--- config.mk ---
export PLATFORM = sky130hd
export DESIGN_NAME = ro_meas_ctrl_flat
export DESIGN_NICKNAME = d
export VERILOG_FILES = /design/src/rtl/ro_meas_ctrl_if.sv /design/src/rtl/ro_meas_ctrl.sv /design/src/flat_wrapper.sv
export SDC_FILE = /design/constraint.sdc
export NUM_CORES = 1
export LEC_CHECK = 0
export ABC_AREA = 1
export BUFFER_PORTS_ARGS = -buffer_cell sky130_fd_sc_hd__clkbuf_2
export CORE_AREA = 2 2 57 69
export CTS_CLUSTER_DIAMETER = 120
export CTS_CLUSTER_SIZE = 8
export DETAILED_ROUTE_END_ITERATION = 7
export DIE_AREA = 0 0 59 71
export PLACE_DENSITY = 0.76
export SLEW_MARGIN = 40
export SYNTH_ARGS = -nofsm -noshare
export SYNTH_HDL_FRONTEND = slang
export SYNTH_SLANG_ARGS = --single-unit
--- constraint.sdc ---
create_clock -name clk -period 3.45 [get_ports clk]
set_input_delay 0.345 -clock clk [delete_from_list [all_inputs] [get_ports clk]]
set_output_delay 0.345 -clock clk [all_outputs]
set_load 0.005 [all_outputs]
--- src/rtl/ro_meas_ctrl_if.sv ---
// Request/result handshake between the characterisation logic (master)
// and the ring-oscillator measurement controller (slave).
interface ro_meas_ctrl_if #(
    parameter int CNT_W = 16
);
    logic             start;
    logic             abort;
    logic             busy;
    logic             done;
    logic [CNT_W-1:0] count;
    logic             ovf;

    modport master (
        output start, abort,
        input  busy, done, count, ovf
    );

    modport slave (
        input  start, abort,
        output busy, done, count, ovf
    );
endinterface

--- src/rtl/ro_meas_ctrl.sv ---
// Ring-oscillator measurement controller: enables the ring, lets it settle,
// counts synchronized rising edges of ro_in over a fixed window of clk cycles
// and reports a saturating count with a start/done handshake.
module ro_meas_ctrl #(
    parameter int WIN_CYCLES    = 1000,
    parameter int SETTLE_CYCLES = 8,
    parameter int CNT_W         = 16
) (
    input  logic                clk,
    input  logic                rst,
    input  logic                ro_in,
    output logic                ro_en,
    ro_meas_ctrl_if.slave       bus
);
    localparam int MAXC  = (WIN_CYCLES > SETTLE_CYCLES) ? WIN_CYCLES : SETTLE_CYCLES;
    localparam int TMR_W = $clog2(MAXC + 1);

    localparam logic [TMR_W-1:0] SET_LAST = TMR_W'(SETTLE_CYCLES - 1);
    localparam logic [TMR_W-1:0] WIN_LAST = TMR_W'(WIN_CYCLES - 1);
    localparam logic [CNT_W-1:0] CNT_MAX  = {CNT_W{1'b1}};

    typedef enum logic [1:0] {
        S_IDLE   = 2'd0,
        S_SETTLE = 2'd1,
        S_GATE   = 2'd2,
        S_DONE   = 2'd3
    } state_t;

    state_t           state_q, state_d;
    logic [TMR_W-1:0] timer_q, timer_d;
    logic [CNT_W-1:0] count_q, count_d;
    logic             ovf_q, ovf_d;
    // [0],[1] synchronize ro_in; [2] holds the previous synchronized value
    logic [2:0]       sync_q;
    logic             rise;

    // Count stays pinned at all-ones once reached
    function automatic logic [CNT_W-1:0] sat_inc(input logic [CNT_W-1:0] v);
        return (v == CNT_MAX) ? v : v + 1'b1;
    endfunction

    assign rise = sync_q[1] & ~sync_q[2];

    // Synchronizer and edge-detect flops run continuously, independent of state
    always_ff @(posedge clk or posedge rst) begin
        if (rst) sync_q <= 3'b000;
        else     sync_q <= {sync_q[1:0], ro_in};
    end

    // State, timer and result registers
    always_ff @(posedge clk or posedge rst) begin
        if (rst) begin
            state_q <= S_IDLE;
            timer_q <= '0;
            count_q <= '0;
            ovf_q   <= 1'b0;
        end else begin
            state_q <= state_d;
            timer_q <= timer_d;
            count_q <= count_d;
            ovf_q   <= ovf_d;
        end
    end

    // Next-state, timer and counting logic; abort wins over timer expiry
    always_comb begin
        state_d = state_q;
        timer_d = timer_q;
        count_d = count_q;
        ovf_d   = ovf_q;
        unique case (state_q)
            S_IDLE: begin
                if (bus.start) begin
                    state_d = S_SETTLE;
                    timer_d = '0;
                    count_d = '0;
                    ovf_d   = 1'b0;
                end
            end
            S_SETTLE: begin
                if (bus.abort) begin
                    state_d = S_IDLE;
                    timer_d = '0;
                    count_d = '0;
                    ovf_d   = 1'b0;
                end else if (timer_q == SET_LAST) begin
                    state_d = S_GATE;
                    timer_d = '0;
                end else begin
                    timer_d = timer_q + 1'b1;
                end
            end
            S_GATE: begin
                if (bus.abort) begin
                    state_d = S_IDLE;
                    timer_d = '0;
                    count_d = '0;
                    ovf_d   = 1'b0;
                end else begin
                    if (rise) begin
                        count_d = sat_inc(count_q);
                        if (count_q == CNT_MAX) ovf_d = 1'b1;
                    end
                    if (timer_q == WIN_LAST) begin
                        state_d = S_DONE;
                        timer_d = '0;
                    end else begin
                        timer_d = timer_q + 1'b1;
                    end
                end
            end
            S_DONE: begin
                state_d = S_IDLE;
            end
            default: begin
                state_d = S_IDLE;
            end
        endcase
    end

    // Outputs decode straight from the state register so reset clears them at once
    always_comb begin
        ro_en     = (state_q == S_SETTLE) || (state_q == S_GATE);
        bus.busy  = (state_q != S_IDLE);
        bus.done  = (state_q == S_DONE);
        bus.count = count_q;
        bus.ovf   = ovf_q;
    end
endmodule

--- src/flat_wrapper.sv ---
// flat-port wrapper written by rule: the top's interface ports become plain ports
module ro_meas_ctrl_flat 
#(
    parameter int WIN_CYCLES    = 1000,
    parameter int SETTLE_CYCLES = 8,
    parameter int CNT_W         = 16
)
  (clk, rst, ro_in, ro_en, bus_start, bus_abort, bus_busy, bus_done, bus_count, bus_ovf);
  ro_meas_ctrl_if #(.CNT_W(CNT_W)) bus_i ();
  input  logic clk;
  input  logic rst;
  input  logic ro_in;
  output logic ro_en;
  input wire logic [$bits(bus_i.start)-1:0] bus_start;
  input wire logic [$bits(bus_i.abort)-1:0] bus_abort;
  output wire logic [$bits(bus_i.busy)-1:0] bus_busy;
  output wire logic [$bits(bus_i.done)-1:0] bus_done;
  output wire logic [$bits(bus_i.count)-1:0] bus_count;
  output wire logic [$bits(bus_i.ovf)-1:0] bus_ovf;
  assign bus_i.start = bus_start;
  assign bus_i.abort = bus_abort;
  assign bus_busy = bus_i.busy;
  assign bus_done = bus_i.done;
  assign bus_count = bus_i.count;
  assign bus_ovf = bus_i.ovf;
  ro_meas_ctrl #(.WIN_CYCLES(WIN_CYCLES), .SETTLE_CYCLES(SETTLE_CYCLES), .CNT_W(CNT_W)) u_core (.clk(clk), .rst(rst), .ro_in(ro_in), .ro_en(ro_en), .bus(bus_i));
endmodule
==> out/qor.yml <==
areaGrowthSynthToFinish_pct: 10.58
relSlewSlack_pct: 70.17
layout.nets: 314
die_x_microns: 59
hold_buffers: 0
leakagePower_nw: 1.116
port_buffers: 24
synth.avg_cell_area_sq_um: 7.425
synth_fp_nets: 286
cp.required_ps: 3680
cp_max_fo: 13
cpPeakStageDelay_ps: 450
start_util_pct: 57.42
grtUsageTotal_pct: 24.04
hold_violations: 0
yosysUniqueCellTypes: 30
clkLatencyLatePin_ps: 290
finalMaxSlewViolations: 0
clock-sinks: 32
drt_iter0_markers: 71
r2r_end: "u_core.bus.count[15]"
dr_total_vias: 1777
async_reset_ff_share_pct: 100.0
fin_cells: 341
finalWeightedCongestion: 0.8470
antenna_left: 0
synth-seq-area-share_pct: 39.36
ys.flop_type: "dfrtp_1"
grt_pass1_wl_microns: 7631
worstMarginPinSlew_ps: 447.4
grt_pass1_vias: 1804
synth_warnings: 0
setup_violations: 0
max_freq_mhz: 513.2
antenna_found_initial: 0
syn_inst: 274
placed_cells: 334
slowest_stage: "ha_1"
post_cts_buffers: 0
io_pins: 25
period_share_pct: 56.48
cts_max_level: 2
n_antenna_cell: 0
syn_area_sq_um: 2034
reg2reg_from: "u_core.state_q[0]"
die_y_microns: 71
dr.pass1.iters: 4
cp.arrival_ps: 2180
grt_max_degree: 33
ff2ff_path_depth: 10
cts.path.max_buffers: 2
num_rows: 24
run_status: "complete, no violations"
synth_area_leader_cell: "dfrtp_1"
tns_ps: 0
clk_pin_slew_ps: 70
wl_microns: 4192
cp_cell_sequence: "inv_1 > ha_1 > nand2_4 > a21oi_4 > nor2_8 > nand2_2 > nand2_4 > inv_4 > nand2_1 > nand2_1"
power.density_nw_per_um2: 499.2
core_area_sq_um: 3543
critPathKind: "flop to flop"
synthTopCellsByArea: "dfrtp_1, nand2_1, nor2_1, nand3_1, inv_1"
critPathCaptureType: "flop"
cts_resized: 0
r2r_setup_slack_ps: 1500
cts_made_buffers: 5
cts-root-buf: "clkbuf_8"
grt_overflow: 0
fillers: 328
final_util_pct: 63.49
hp-class: "input port to async pin"
synth-seq-cells: 32
wire_per_inst_microns: 12.29
rsz0062_at_grt: "false"
drc: 0
dieArea_sq_um: 4189
vias_per_cell: 5.211
hpwl_microns: 3137
cts_tree: "built"
drive_gt1_share_pct: 16.56
fin_worst_skew_ps: 4.850
drv_cap: 0
ir_worst_vdd_v: 0.0003940
crit_path_start_kind: "flop"
synth_edf_count: 0
yosysTopAreaCellShare_pct: 39.36
period_minus_slack_ps: 1948
how the worst max path moves through the flow:
stage | start | end | slack [ps] | depth (start not counted)
after detailed placement | u_core.state_q[0] | u_core.bus.count[3] | 1500 | 9
after global routing | u_core.state_q[0] | u_core.bus.count[3] | 1350 | 10
after floorplan | u_core.state_q[0] | u_core.bus.count[8] | 1740 | 13
after CTS | u_core.state_q[0] | u_core.bus.count[15] | 1480 | 10
after global placement | u_core.state_q[0] | u_core.bus.count[3] | 1570 | 9
final | u_core.state_q[0] | u_core.bus.count[15] | 1500 | 10
power breakdown:
part / switching [W] / internal, W
clock network: 0.000134 / 0.000137
logic: 0.000306 / 0.000127
registers: 0.0000219 / 0.000397
cells by family after synthesis:
kind of cell / Yosys count / share of synthesized area [%]
and+or+nand+nor: 168 / 37.95
buffers and inverters: 37 / 8.241
DFF: 32 / 39.36
AOI/OAI and AO/OA: 22 / 6.704
xor gates and xnor gates: 8 / 3.444
adders and majority gates: 7 / 4.305
metrics by stage:
stage	setup slack, ps	hold slack (ps)	total power, W	cell area [sq um]
floorplan	1741	331.2	0.0007990	2034
global placement	1570	334.3	0.0008525	2172
detailed placement	1497	344.3	0.0008633	2172
CTS	1482	124.1	0.001138	2250
global route	1349	159.1	0.001198	2250
finish	1502	107.9	0.001123	2250
layer usage:
| metal | part of all wire [%] | vias up | global-route usage (%) |
|---|---|---|---|
| met4 | 3.4 | 0 | 14.90 |
| met3 | 4.4 | 12 | 4.022 |
| met2 | 52 | 46 | 40.74 |
| li1 | - | 921 | - |
| met1 | 40 | 798 | 27.44 |
| met5 | 0 | - | 0 |
critical path: cells and delay by family, from the launching register on:
| family | cells | cell delay [ps] |
|---|---|---|
| flip-flops | 1 | 410 |
| adder cells (fa/ha/maj) | 1 | 450 |
| buffers and inverters | 2 | 260 |
| AND/OR/NAND/NOR | 6 | 570 |
| AO/OA/AOI/OAI | 1 | 190 |
layout by cell type (no fill, tap or decap), types with 3 or more instances in the layout:
cell and count:
o21bai_1 3, clkbuf_2 24, ha_1 7, nor2_1 43, o21ai_0 14, nand3_1 25
inv_1 29, nand2_4 3, clkbuf_8 5, nand4_1 9, nand2_2 4, nand2_1 75
xor2_1 7, dfrtp_1 32
synth_stat cells, types with 2 or more instances:
master and instances:
inv_1 29, nand2_2 4, o21bai_1 3, nor2_4 2, dfrtp_1 32, o21ai_0 14
nand2_4 3, xor2_1 7, nand4_1 9, nor2_1 43, nor3_1 2, nand3_1 25
nand2_1 75, inv_2 2, inv_4 2, nor2_2 2, ha_1 7
flip-flops by register name (all words and copies together), names as in the netlist:
name	flops
u_core.state_q	2
u_core.bus.count	16
u_core.sync_q	3
u_core.bus.ovf	1
u_core.timer_q	10
area by class of cell:
cell class                      count  area, sq um  area share, %
Sequential cell                    32        800.8          35.60
Inverter                           33        128.9          5.729
Multi-Input combinational cell    205         1066          47.39
Timing Repair Buffer               25        127.6          5.673
Clock buffer                        6        72.57          3.226
Clock inverter                      1        5.005         0.2225
Tap cell                           39        48.80          2.169
Note: power is estimated with default switching activity, not from simulation.
